**config.mk**
```make
export PLATFORM = sky130hd
export DESIGN_NAME = lc3_mio_devregs
export DESIGN_NICKNAME = d
export VERILOG_FILES = /design/src/rtl/lc3_mio_devregs.sv
export SDC_FILE = /design/constraint.sdc
export NUM_CORES = 1
export LEC_CHECK = 0
export CAP_MARGIN = 30
export CORE_ASPECT_RATIO = 1.4
export CORE_MARGIN = 1
export CORE_UTILIZATION = 41
export DETAILED_ROUTE_END_ITERATION = 8
export GPL_ROUTABILITY_DRIVEN = 0
export GPL_TIMING_DRIVEN = 1
export PLACE_DENSITY_LB_ADDON = 0.2
export SKIP_CTS_REPAIR_TIMING = 1
export SLEW_MARGIN = 40
export SYNTH_ARGS = -nofsm -noshare
export SYNTH_HDL_FRONTEND = slang
export SYNTH_SLANG_ARGS = --single-unit
```
**constraint.sdc**
```tcl
create_clock -name clk -period 1.9 [get_ports clk]
set_input_delay 0.57 -clock clk [delete_from_list [all_inputs] [get_ports clk]]
set_output_delay 0.57 -clock clk [all_outputs]
set_load 0.005 [all_outputs]
```
**src/rtl/lc3_mio_devregs.sv**
```systemverilog
// LC-3 memory-mapped I/O device registers: keyboard FIFO (KBSR/KBDR),
// display handshake (DSR/DDR) and the MDR read-source multiplexer.
module lc3_mio_devregs #(
  parameter int KB_DEPTH = 4
) (
  input  logic        clk,
  input  logic        rst,
  input  logic [15:0] MIO_DATA_IN,
  input  logic        LD_KBSR,
  input  logic        LD_DSR,
  input  logic        LD_DDR,
  input  logic        RD_KBDR,
  input  logic [1:0]  INMUX,
  input  logic [15:0] MEM_DOUT,
  output logic [15:0] MIO_DATA_OUT,
  input  logic [7:0]  KB_DATA,
  input  logic        KB_VALID,
  output logic        KB_READY,
  output logic [7:0]  DSP_DATA,
  output logic        DSP_VALID,
  input  logic        DSP_ACK,
  output logic        KB_INT,
  output logic        DSP_INT
);

  localparam int PW = (KB_DEPTH > 1) ? $clog2(KB_DEPTH) : 1;
  localparam logic [PW:0] KB_FULL = (PW+1)'(KB_DEPTH);

  typedef enum logic {IDLE, SEND} dsp_state_t;

  logic [7:0]    kb_mem [KB_DEPTH];
  logic [PW-1:0] wr_ptr;
  logic [PW-1:0] rd_ptr;
  logic [PW:0]   count;
  logic          kb_ie;
  logic          kb_ovf;
  logic          rd_kbdr_q;
  logic          nonempty;
  logic          kb_push;
  logic          kb_pop;
  logic [15:0]   kbsr_val;
  logic [15:0]   kbdr_val;

  dsp_state_t    state;
  dsp_state_t    state_next;
  logic [7:0]    ddr;
  logic          ddr_load;
  logic          dsp_ie;
  logic          dsp_ready;
  logic          ld_ddr_q;
  logic          ld_ddr_rise;
  logic [15:0]   dsr_val;

  logic          unused_data_bits;

  assign unused_data_bits = ^{MIO_DATA_IN[15], MIO_DATA_IN[13:8]};

  assign nonempty = (count != '0);
  assign KB_READY = (count != KB_FULL);
  assign kb_push  = KB_VALID & KB_READY;
  // The CPU holds RD_KBDR for the whole access, so the character is consumed
  // only once the access ends; the head stays stable while it is being read.
  assign kb_pop   = rd_kbdr_q & ~RD_KBDR & nonempty;

  always_ff @(posedge clk) begin
    if (kb_push) begin
      kb_mem[wr_ptr] <= KB_DATA;
    end
  end

  always_ff @(posedge clk or posedge rst) begin
    if (rst) begin
      wr_ptr    <= '0;
      rd_ptr    <= '0;
      count     <= '0;
      rd_kbdr_q <= 1'b0;
    end else begin
      rd_kbdr_q <= RD_KBDR;
      if (kb_push) begin
        wr_ptr <= wr_ptr + PW'(1);
      end
      if (kb_pop) begin
        rd_ptr <= rd_ptr + PW'(1);
      end
      case ({kb_push, kb_pop})
        2'b10:   count <= count + (PW+1)'(1);
        2'b01:   count <= count - (PW+1)'(1);
        default: count <= count;
      endcase
    end
  end

  // A status write always clears the overflow flag, even if a character is
  // dropped in that same cycle.
  always_ff @(posedge clk or posedge rst) begin
    if (rst) begin
      kb_ie  <= 1'b0;
      kb_ovf <= 1'b0;
    end else if (LD_KBSR) begin
      kb_ie  <= MIO_DATA_IN[14];
      kb_ovf <= 1'b0;
    end else if (KB_VALID && !KB_READY) begin
      kb_ovf <= 1'b1;
    end
  end

  assign kbsr_val = {nonempty, kb_ie, kb_ovf, 13'b0};
  assign kbdr_val = nonempty ? {8'h00, kb_mem[rd_ptr]} : 16'h0000;

  always_ff @(posedge clk or posedge rst) begin
    if (rst) begin
      dsp_ie   <= 1'b0;
      ld_ddr_q <= 1'b0;
      ddr      <= 8'h00;
    end else begin
      ld_ddr_q <= LD_DDR;
      if (LD_DSR) begin
        dsp_ie <= MIO_DATA_IN[14];
      end
      if (ddr_load) begin
        ddr <= MIO_DATA_IN[7:0];
      end
    end
  end

  assign ld_ddr_rise = LD_DDR & ~ld_ddr_q;

  always_ff @(posedge clk or posedge rst) begin
    if (rst) begin
      state <= IDLE;
    end else begin
      state <= state_next;
    end
  end

  // New characters are accepted only when the display is idle; a store that
  // arrives mid-transfer is dropped rather than overwriting DDR.
  always_comb begin
    state_next = state;
    ddr_load   = 1'b0;
    case (state)
      IDLE: begin
        if (ld_ddr_rise) begin
          state_next = SEND;
          ddr_load   = 1'b1;
        end
      end
      SEND: begin
        if (DSP_ACK) begin
          state_next = IDLE;
        end
      end
      default: state_next = IDLE;
    endcase
  end

  assign dsp_ready = (state == IDLE);
  assign dsr_val   = {dsp_ready, dsp_ie, 14'b0};
  assign DSP_VALID = (state == SEND);
  assign DSP_DATA  = ddr;

  assign KB_INT  = nonempty & kb_ie;
  assign DSP_INT = dsp_ready & dsp_ie;

  always_comb begin
    MIO_DATA_OUT = MEM_DOUT;
    case (INMUX)
      2'b00:   MIO_DATA_OUT = kbsr_val;
      2'b01:   MIO_DATA_OUT = kbdr_val;
      2'b10:   MIO_DATA_OUT = dsr_val;
      default: MIO_DATA_OUT = MEM_DOUT;
    endcase
  end

endmodule

```
### Yosys cells after proc, flatten, opt, wreduce, memory -nomap -nowiden

Memories as Yosys holds them, arrays and structs flattened.
Index checks and enable logic that the tools add are counted.
Widths: inputs -> output; s select.

* reduce and logical (&&, ||, !) cells: 6
* $add $sub $neg: 4
* multiplexer cells: 11
* bitwise gates (word level): 9
* eq/ne operators: 5

Operators by type and width (count)
* $pmux 16 s3: 1
* $mux 8: 1
* $mux 1: 7
* $and 1x1->1: 6
* $pmux 3 s2: 1
* $add 2x1->2 const B: 2
* $eq 2x1->1 const B: 2
* $eq 2x2->1 const B: 2
* $reduce_bool 2->1: 2
* $add 3x1->3 const B: 1
* $ne 3x3->1 const B: 1
* $not 1->1: 3
* $reduce_bool 3->1: 1
* $sub 3x1->3 const B: 1
* $logic_not 2->1: 1
* $pmux 1 s2: 1
* $logic_and 1x1->1: 1
* $logic_not 1->1: 1

* memories: 1
* output and inout bits: 28
* bits of input ports: 50
* bits in writable memories: 32
* bits in registers: 21
* word-level logic and storage cells: 46

Memories
* kb_mem: depth 4, bits a word 8, read ports 1, clocked after memory_dff 0, wr ports 1, line 31 `logic [7:0] kb_mem [KB_DEPTH];`

### Logic depth before layout (Yosys ltp)

* depth after elaboration: 5
* gate-level depth with buffers: 9
* mapped depth without buffers: 9

### Worst setup path before layout

No wires, ideal clock.

* path type: input-to-reg
* start: input port RD_KBDR
* end: register count[2]
* path slack: -50 ps
* path buffers: 0
* stages on the path: 7
* required time: 1821 ps
* library setup time: 79 ps
* arrival time: 1871 ps
* cell sequence: nor3b_1 > ha_1 > inv_1 > fa_1 > xor2_1 > nor2_1 > xor2_1

* word-level cells in the longest chain between the ends: 5
* elaborated cells on any way between the ends: 7
* those cells by class: eq/ne (2); mux (1); bitwise (3); reduce/logical (1)

Ends and longest elaborated chain
* start, declared: line 12 `input logic RD_KBDR,`
* $not 1->1 (*): line 63 `assign kb_pop = rd_kbdr_q & ~RD_KBDR & nonempty;`
* $and 1x1->1 (*) (2 in a row): line 63
* $eq 2x1->1 / $eq 2x2->1 (equally long branches): line 85 `case ({kb_push, kb_pop})`
* $pmux 3 s2 / $reduce_bool 2->1 (equally long branches)
* end signal, assigned: line 86 `2'b10: count <= count + (PW+1)'(1);`
* end signal, assigned: line 87 `2'b01: count <= count - (PW+1)'(1);`
* end signal, assigned: line 88 `default: count <= count;`
* end, declared: line 34 `logic [PW:0] count;`

Mark *: on every way between the ends. The rest lies on a longest branch, timed or not.
A chain may end at the register's enable or synchronous reset.

### Worst setup path in the final report

* start: register count[1]
* end: output port MIO_DATA_OUT[6]

* word-level cells in the longest chain between the ends: 3

Ends and longest elaborated chain
* $reduce_bool 3->1: line 58 `assign nonempty = (count != '0);`
* $mux 8: line 108 `assign kbdr_val = nonempty ? {8'h00, kb_mem[rd_ptr]} : 16'h0000;`
* $pmux 16 s3: line 167 `case (INMUX)`
* end, declared: line 15 `output logic [15:0] MIO_DATA_OUT,`

No other way between the ends.

==> results_dict.tcl <==
set metrics [dict create \
    tightest_slew_ns 0.394 \
    io_pins 78 \
    switching_power_uw 1110 \
    hold_viol 0 \
    synth_xor_area_share_pct 2.29 \
    synth_top_area_cell "edfxtp_1" \
    die_area_um2 5900 \
    fin_crit_ns 2.31 \
    grt_pass1_vias 1661 \
    firstDrtPassIters 4 \
    synth_top_family_by_area "multiplexers" \
    end_kind "output port" \
    yosysMostFrequentCell "edfxtp_1" \
    cp_slowest_cell "dfrtp_1" \
    slowest_delay_ns 0.42 \
    wirelength_um 4860 \
    numCtsBuffers 5 \
    crit_type "reg -> out" \
    synth_common_cells "32 x edfxtp_1, 21 x dfrtp_1, 12 x mux2_2, 10 x a22o_1, 9 x inv_1" \
    path_cells "nor3_4 > buf_4 > nor3b_2 > buf_4 > buf_4 > a22o_1 > clkbuf_2" \
    synth_fa_ha_area_share_pct 3.60 \
    setup_viol 11 \
    fin_crit_sh_pct 122 \
    start_util_pct 43.5 \
    synth_area_leaders "edfxtp_1 42%, dfrtp_1 23%, mux4_2 7.9%" \
    mappedNetlistArea_um2 2290 \
    intPower_uw 2790 \
    dp_hpwl_um 3660 \
    synth_seq_cells 53 \
    clkSinkCount 53 \
    start_kind "register" \
    maxCapViolations 0 \
    routedWlPerCell_um 15.1 \
    seqPwrFrac_pct 42.7 \
    synth_compound_area_share_pct 4.91 \
    p_leak_uw 0.00157 \
    hp-class "reg -> reg" \
    drv_slew 0 \
    core_um2 5280 \
    fin_cells 323 \
    syn-num-nets 194 \
    synth-seq-area-share_pct 64.8 \
    grt_max_degree 17 \
    final_antenna_net_count 0 \
    drtIter0Drc 39 \
    total_power_uw 3900 \
    yosys_warnings 0 \
    area_growth_pct 53.2 \
    finClkSkew_ns 0.00566 \
    power.share.clock_pct 15.8 \
    grt_pass1_wl_um 7680 \
    ir_worst_vdd_mv 0.660 \
    powerDensity_nw_per_um2 1110 \
    vias 1561 \
    numPortBuffers 70 \
    fp.dieW_um 65.2 \
    drive_gt1_share_pct 38.9 \
    netlist.area_leader.share_pct 41.9 \
    gr-usage-all-layers_pct 17.5 \
    cp_num_buf_inv 4 \
    cp_max_fo 8 \
    synthFlopType "edfxtp_1" \
    syn_inst 138 \
    die_h_um 90.5 \
    grt_setup_unrepaired "true" \
    fin_util_pct 66.6 \
    fin_nets 312 \
    layout_setup_ws_ns -0.410 \
    n_antenna_cell 0 \
    status "finished with violations" \
    rows 31 \
    cts_tree "yes" \
    crit_top_cell "buf_4" \
    violations "setup timing" \
    h-tree-depth 2 \
    yosysUniqueCellTypes 29 \
    combPwrFrac_pct 41.5 \
    clkLatencyLatePin_ns 0.31 \
    synth_edf_count 32 \
    worst_ep_arrival_time_ns 1.74 \
    muxShareOfSynthArea_pct 14.2 \
    grt-ovfl-total 0 \
    synth-simple-area-share_pct 7.63 \
    drc 0 \
    path_clk_slew_ns 0.09 \
    avgViaCountPerCell 4.83 \
    dp.cells 298 \
    switching_share_pct 28.5 \
    max_freq_mhz 433 \
    syn_avg_cell_area_um2 16.6 \
    critPathRequiredTime_ns 1.33 \
    slew_headroom_pct 73.8 \
    critical-path-top-delay-family "buffers and inverters" \
    postSynth.asyncResetShare_pct 39.6 \
    cts.path.max_buffers 2 \
    antenna_found_initial 0 \
    cts_root_buffer "clkbuf_8" \
    fillers 396 \
]
==> worst register-to-register path, stage by stage (launching register included) <==
cell	delay, ns
dfrtp_1	0.43
buf_6	0.13
buf_6	0.11
nor3b_4	0.19
nor2b_2	0.07
inv_1	0.06
ha_2	0.19
inv_2	0.04
fa_2	0.32
xor2_1	0.14
nor2_1	0.12
xor2_1	0.15
==> sequential cells by signal, summed over array words and instances, names as in the netlist <==
| signal | count |
|---|---|
| DSP_DATA | 8 |
| DSP_VALID | 1 |
| count | 3 |
| dsp_ie | 1 |
| kb_ie | 1 |
| kb_mem | 32 |
| kb_ovf | 1 |
| ld_ddr_q | 1 |
| rd_kbdr_q | 1 |
| rd_ptr | 2 |
| wr_ptr | 2 |
==> routing by layer <==
metal	track usage [%]	share of wire [%]	vias up
met4	7.43	1.8	0
met5	0	0	-
met2	30.8	54	46
met1	19.2	39	758
met3	4.80	5.2	10
li1	-	-	747
==> layout by cell type (no fill, tap or decap), drive strengths merged, types with 4 or more instances in the layout <==
| cell | netlist | layout |
|---|---|---|
| dfrtp | 21 | 21 |
| nor3b | 4 | 4 |
| ha | 5 | 5 |
| xor2 | 4 | 4 |
| dlymetal6s2s | 0 | 8 |
| and2 | 5 | 5 |
| buf | 2 | 48 |
| clkdlybuf4s50 | 0 | 47 |
| mux2 | 12 | 12 |
| and3 | 5 | 5 |
| inv | 9 | 9 |
| mux4 | 8 | 8 |
| clkbuf | 3 | 18 |
| edfxtp | 32 | 32 |
| a22o | 10 | 10 |
==> power by group through the flow <==
stage          combinational (uW)  sequential [uW]  clock (uW)
2_1_floorplan                 736             1630           0
3_3_place_gp                 1360             1660           0
4_1_cts                      1410             1660         627
5_1_grt                      1760             1700         678
6_report                     1620             1670         615
3_5_place_dp                 1410             1680           0
==> path summary, 6_finish.rpt <==
path                       slack, ns  cells after the start   startpoint              end
hold reg to reg                 0.52                      1  DSP_DATA[2]      DSP_DATA[2]
setup reg to reg               -0.12                     11     count[0]         count[2]
hold / removal                  0.52                      1  DSP_DATA[2]      DSP_DATA[2]
max in group asynchronous       1.20                      3          rst         count[1]
setup / recovery               -0.41                      7     count[1]  MIO_DATA_OUT[6]
min in group asynchronous       0.55                      3          rst      DSP_DATA[7]
==> cells by family (layout without fill, tap and decap cells) <==
kind of cell,Yosys count,after routing
compound gates,14,14
xor+xnor,6,6
fa+ha+maj,6,6
buf+inv,14,133
flops,53,53
mux,21,21
simple gates,24,24
==> layout make-up <==
type | count | area [um2] | area share, %
sequential | 53 | 1490 | 42.3
timing repair buffer | 116 | 1050 | 29.8
multi-input combinational | 71 | 779 | 22.2
tap | 66 | 82.6 | 2.35
clock buffer | 5 | 68.8 | 1.96
inverter | 9 | 33.8 | 0.961
clock inverter | 3 | 17.5 | 0.498
==> stage by stage <==
step	setup WS [ns]	area, um2	TNS, ns	hold WS (ns)
after floorplan	0.00822	2300	0	0.463
after global placement	-0.752	3310	-13.95	0.491
after detailed placement	-0.778	3310	-15.45	0.495
after CTS	-0.787	3400	-12.34	0.524
after global routing	-0.493	3510	-4.28	0.548
final	-0.410	3510	-3.34	0.517
No activity file was read; power rests on OpenSTA's default activity.
==> RTL edit 1: new RTL, config.mk and constraints unchanged <==
Set the parameter `KB_DEPTH` to 8 (it was 4).
--- a/src/rtl/lc3_mio_devregs.sv
+++ b/src/rtl/lc3_mio_devregs.sv
@@ -1,7 +1,7 @@
 // LC-3 memory-mapped I/O device registers: keyboard FIFO (KBSR/KBDR),
 // display handshake (DSR/DDR) and the MDR read-source multiplexer.
 module lc3_mio_devregs #(
-  parameter int KB_DEPTH = 4
+  parameter int KB_DEPTH = 8
 ) (
   input  logic        clk,
   input  logic        rst,
Behaviour: not the same (Yosys sat finds a counterexample within 10 cycles, from zero or initial values and one cycle with rst high).
==> RTL edit 1 against the unedited design <==
- the run still ends with setup timing left
- area after synthesis up 63%
- synthesized cell count is 74% higher
- die area increased by 61%
- wire length increased by 71%
- sequential cell count increased by 35
- worst setup slack worse by 160 ps
- total power rose by 89%
- cell count increased by 47%
- final area increased by 58%
- combinational power rose by 73%
- critical path depth down 1
- critical path type unchanged
- critical endpoint is now MIO_DATA_OUT[4]
- largest cell class unchanged
- highest routed layer unchanged
==> RTL edit 1: results <==
[cts]
clock_latency_ps = 340
numCtsBuffers = 9
root_buffer = clkbuf_16
clk_transition_reported_paths_ps = 60

[min_path]
min_from = kb_ovf
holdPathStages = 2

[grt]
grt_pass1_vias = 2552
grt_pass1_wl_mm = 12.4

[synthesis]
synth.top_cells.by_area = edfxtp_1 51%, dfrtp_1 16%, mux2_2 6.3%
ys_seq_area_share_pct = 67.5

[power_and_ir_drop]
p_sw_mw = 2.12
p_total_mw = 7.37
comb-power_mw = 2.81
ir_worst_vdd_mv = 0.661

[sta]
setup_viol = 17
fin_skew_ps = 4.44
fin_ws_ps = -574
fin_tns_setup_ps = -6060

[cells_and_area]
fillers = 660
nNetsFinal = 421
largest_reg_flops = 64

[drt]
drtIter0Drc = 136

[worst_setup_path]
rrSetupSlack_ps = -400
arrival_ps = 1900

[outcome]
status = finished with violations
violations = setup timing

[placement]
dp.cells = 447
## RTL edit 1: cell families after synthesis
kind of cell / after synthesis / share of synthesized area, %
buffers and inverters: 15 / 2.01
DFF: 88 / 67.5
and+or+nand+nor: 63 / 9.17
adders and majority gates: 5 / 1.67
muxes: 30 / 11.5
AOI/OAI and AO/OA: 30 / 5.99
xor gates and xnor gates: 9 / 2.11
## RTL edit 1: how the worst max path moves through the flow
stage	startpoint	slack [ps]	endpoint
after floorplan	count[0]	-390	count[2]
after global placement	INMUX[0]	-970	MIO_DATA_OUT[4]
after detailed placement	INMUX[0]	-980	MIO_DATA_OUT[4]
after CTS	INMUX[0]	-980	MIO_DATA_OUT[4]
after global routing	rd_ptr[0]	-630	MIO_DATA_OUT[4]
final	rd_ptr[0]	-570	MIO_DATA_OUT[4]
## RTL edit 1: metrics by stage
step / worst slack [ps] / instance area, um2 / hold WS, ps
floorplan: -394 / 3820 / 462
detailed placement: -982 / 4950 / 488
global route: -628 / 5560 / 524
global placement: -969 / 4950 / 485
finish: -574 / 5560 / 504
CTS: -981 / 5290 / 503
## RTL edit 1: metal layers
layer	GRT usage (%)	up-vias	wire length (um)
met1	20.3	1235	3100
met2	32.9	75	4510
met4	10.3	0	238
li1	-	1166	-
met5	0	-	0
met3	5.32	19	459
## RTL edit 1: worst max-delay path: stages (launching register included)
cell and delay [ps]:
dfrtp_2 430, buf_12 140, buf_6 110, mux4_2 350, nor2b_4 50, o41ai_4 320, buf_2 170
## RTL edit 1: layout make-up
cell class              instances  area share, %
inverters                       4          0.270
repair buffers                126           21.1
well taps                     105           2.36
clock buffers                  13           5.26
multi-input cells             137           24.8
clock inverters                 3          0.787
flip-flops and latches         88           45.4
==> RTL edit 2: new RTL, config.mk and constraints unchanged <==
Without the edit above. Make the reset (`rst`) synchronous in 4 clocked blocks.
--- a/src/rtl/lc3_mio_devregs.sv
+++ b/src/rtl/lc3_mio_devregs.sv
@@ -68,7 +68,7 @@
     end
   end
 
-  always_ff @(posedge clk or posedge rst) begin
+  always_ff @(posedge clk) begin
     if (rst) begin
       wr_ptr    <= '0;
       rd_ptr    <= '0;
@@ -92,7 +92,7 @@
 
   // A status write always clears the overflow flag, even if a character is
   // dropped in that same cycle.
-  always_ff @(posedge clk or posedge rst) begin
+  always_ff @(posedge clk) begin
     if (rst) begin
       kb_ie  <= 1'b0;
       kb_ovf <= 1'b0;
@@ -107,7 +107,7 @@
   assign kbsr_val = {nonempty, kb_ie, kb_ovf, 13'b0};
   assign kbdr_val = nonempty ? {8'h00, kb_mem[rd_ptr]} : 16'h0000;
 
-  always_ff @(posedge clk or posedge rst) begin
+  always_ff @(posedge clk) begin
     if (rst) begin
       dsp_ie   <= 1'b0;
       ld_ddr_q <= 1'b0;
@@ -125,7 +125,7 @@
 
   assign ld_ddr_rise = LD_DDR & ~ld_ddr_q;
 
-  always_ff @(posedge clk or posedge rst) begin
+  always_ff @(posedge clk) begin
     if (rst) begin
       state <= IDLE;
     end else begin
Behaviour: differs if rst is asserted again (counterexample within 4 cycles, from zero or initial values and one cycle with rst high); with rst held inactive, the same outputs for 10 cycles.
==> RTL edit 2 against the unedited design <==
- the flow still finishes with violations (setup timing)
- count of clock-buffer cells in the layout up 1
- wire length down 2.9%
- sequential cell count up 2
- worst setup slack better by 94 ps
- area after synthesis up 1.1%
- final area up 1.9%
- die area up 1.1%
- first-iteration DRC count down 23%
- critical path type unchanged
- largest cell class unchanged
- highest routed layer unchanged
Power is not compared: it rests on default switching activity, and its combinational part moved more than twofold at a synthesized area within 25%.
==> RTL edit 2: results <==
[outcome]
status = finished with violations
violations = setup timing

[placement]
post_dp_cell_area_mm2 = 0.00330
dp.cells = 316
preCtsSetupSlack_ps = -875
dp_hpwl_mm = 3.46
portBuffers = 70

[synthesis]
synth_area_per_cell_um2 = 13.7
yosys-top-cells-count = 32 x edfxtp_1, 23 x dfxtp_1, 17 x nor2_1, 10 x a22o_1, 10 x mux2i_1
yosysWarnings = 0
synth_edf_count = 32
syn-num-nets = 225
synth_fa_ha_area_share_pct = 3.56
synth.top_cells.by_area = edfxtp_1 41%, dfxtp_1 20%, mux4_2 7.8%
synth_compound_area_share_pct = 7.60
async_flop_share_pct = 0
muxShareOfSynthArea_pct = 13.0
yosys.area_share.xor_xnor_pct = 0.755
ys_types = 32
ys_seq_area_share_pct = 61.2

[grt]
grt_max_degree = 18
grt_pass1_vias = 1588
grt_usage_pct = 16.4
grt_pass1_wl_mm = 7.48

[power_and_ir_drop]
p_sw_mw = 0.582
p_leak_nw = 1.49

[min_path]
hold_class = flop to flop
min_from = DSP_DATA[4]

[cts]
root_buffer = clkbuf_8
numCtsBuffers = 5
clk_transition_reported_paths_ps = 90
clock_latency_ps = 300

[worst_setup_path]
critPathTopFamily = multiplexers
rr_startpoint = count[2]
start_kind = flop
arrival_ps = 1650
slowest_delay_ps = 480
critPathSlowestCell = mux4_2

[cells_and_area]
nNetsFinal = 326
final_cells = 339
drive_gt1_share_pct = 31.7
fillers = 438

[drt]
dr.pass1.iters = 4
avgViaCountPerCell = 4.88
drtIter0Drc = 30
avgRoutedWirePerCell_um = 13.9

[sta]
setup_viol = 12
fin_tns_setup_ps = -2860
worstMarginPinSlew_ps = 241
fin_ws_ps = -317
fin_skew_ps = 4.11
RTL edit 2: layout make-up:
cell class,instances,area (um2),share of cell area [%]
sequential,55,1430,40.0
timing repair buffer,104,1020,28.4
multi-input combinational,98,913,25.5
tap,68,85.1,2.38
clock buffer,6,72.6,2.03
clock inverter,2,37.5,1.05
inverter,6,22.5,0.629
RTL edit 2: metal layers:
metal / up-vias / track usage (%) / wire [um]
met2: 46 / 29.3 / 2640
met5: - / 0 / 0
met4: 0 / 6.88 / 58
met1: 774 / 18.8 / 1800
li1: 829 / - / -
met3: 5 / 2.89 / 224
RTL edit 2: path summary, 6_finish.rpt:
kind / slack, ps / cells after the start / end
worst max-delay path: -320 / 5 / MIO_DATA_OUT[5]
worst min-delay path: 500 / 2 / DSP_DATA[4]
worst max register to register: -290 / 9 / count[2]
worst min register to register: 500 / 2 / DSP_DATA[4]
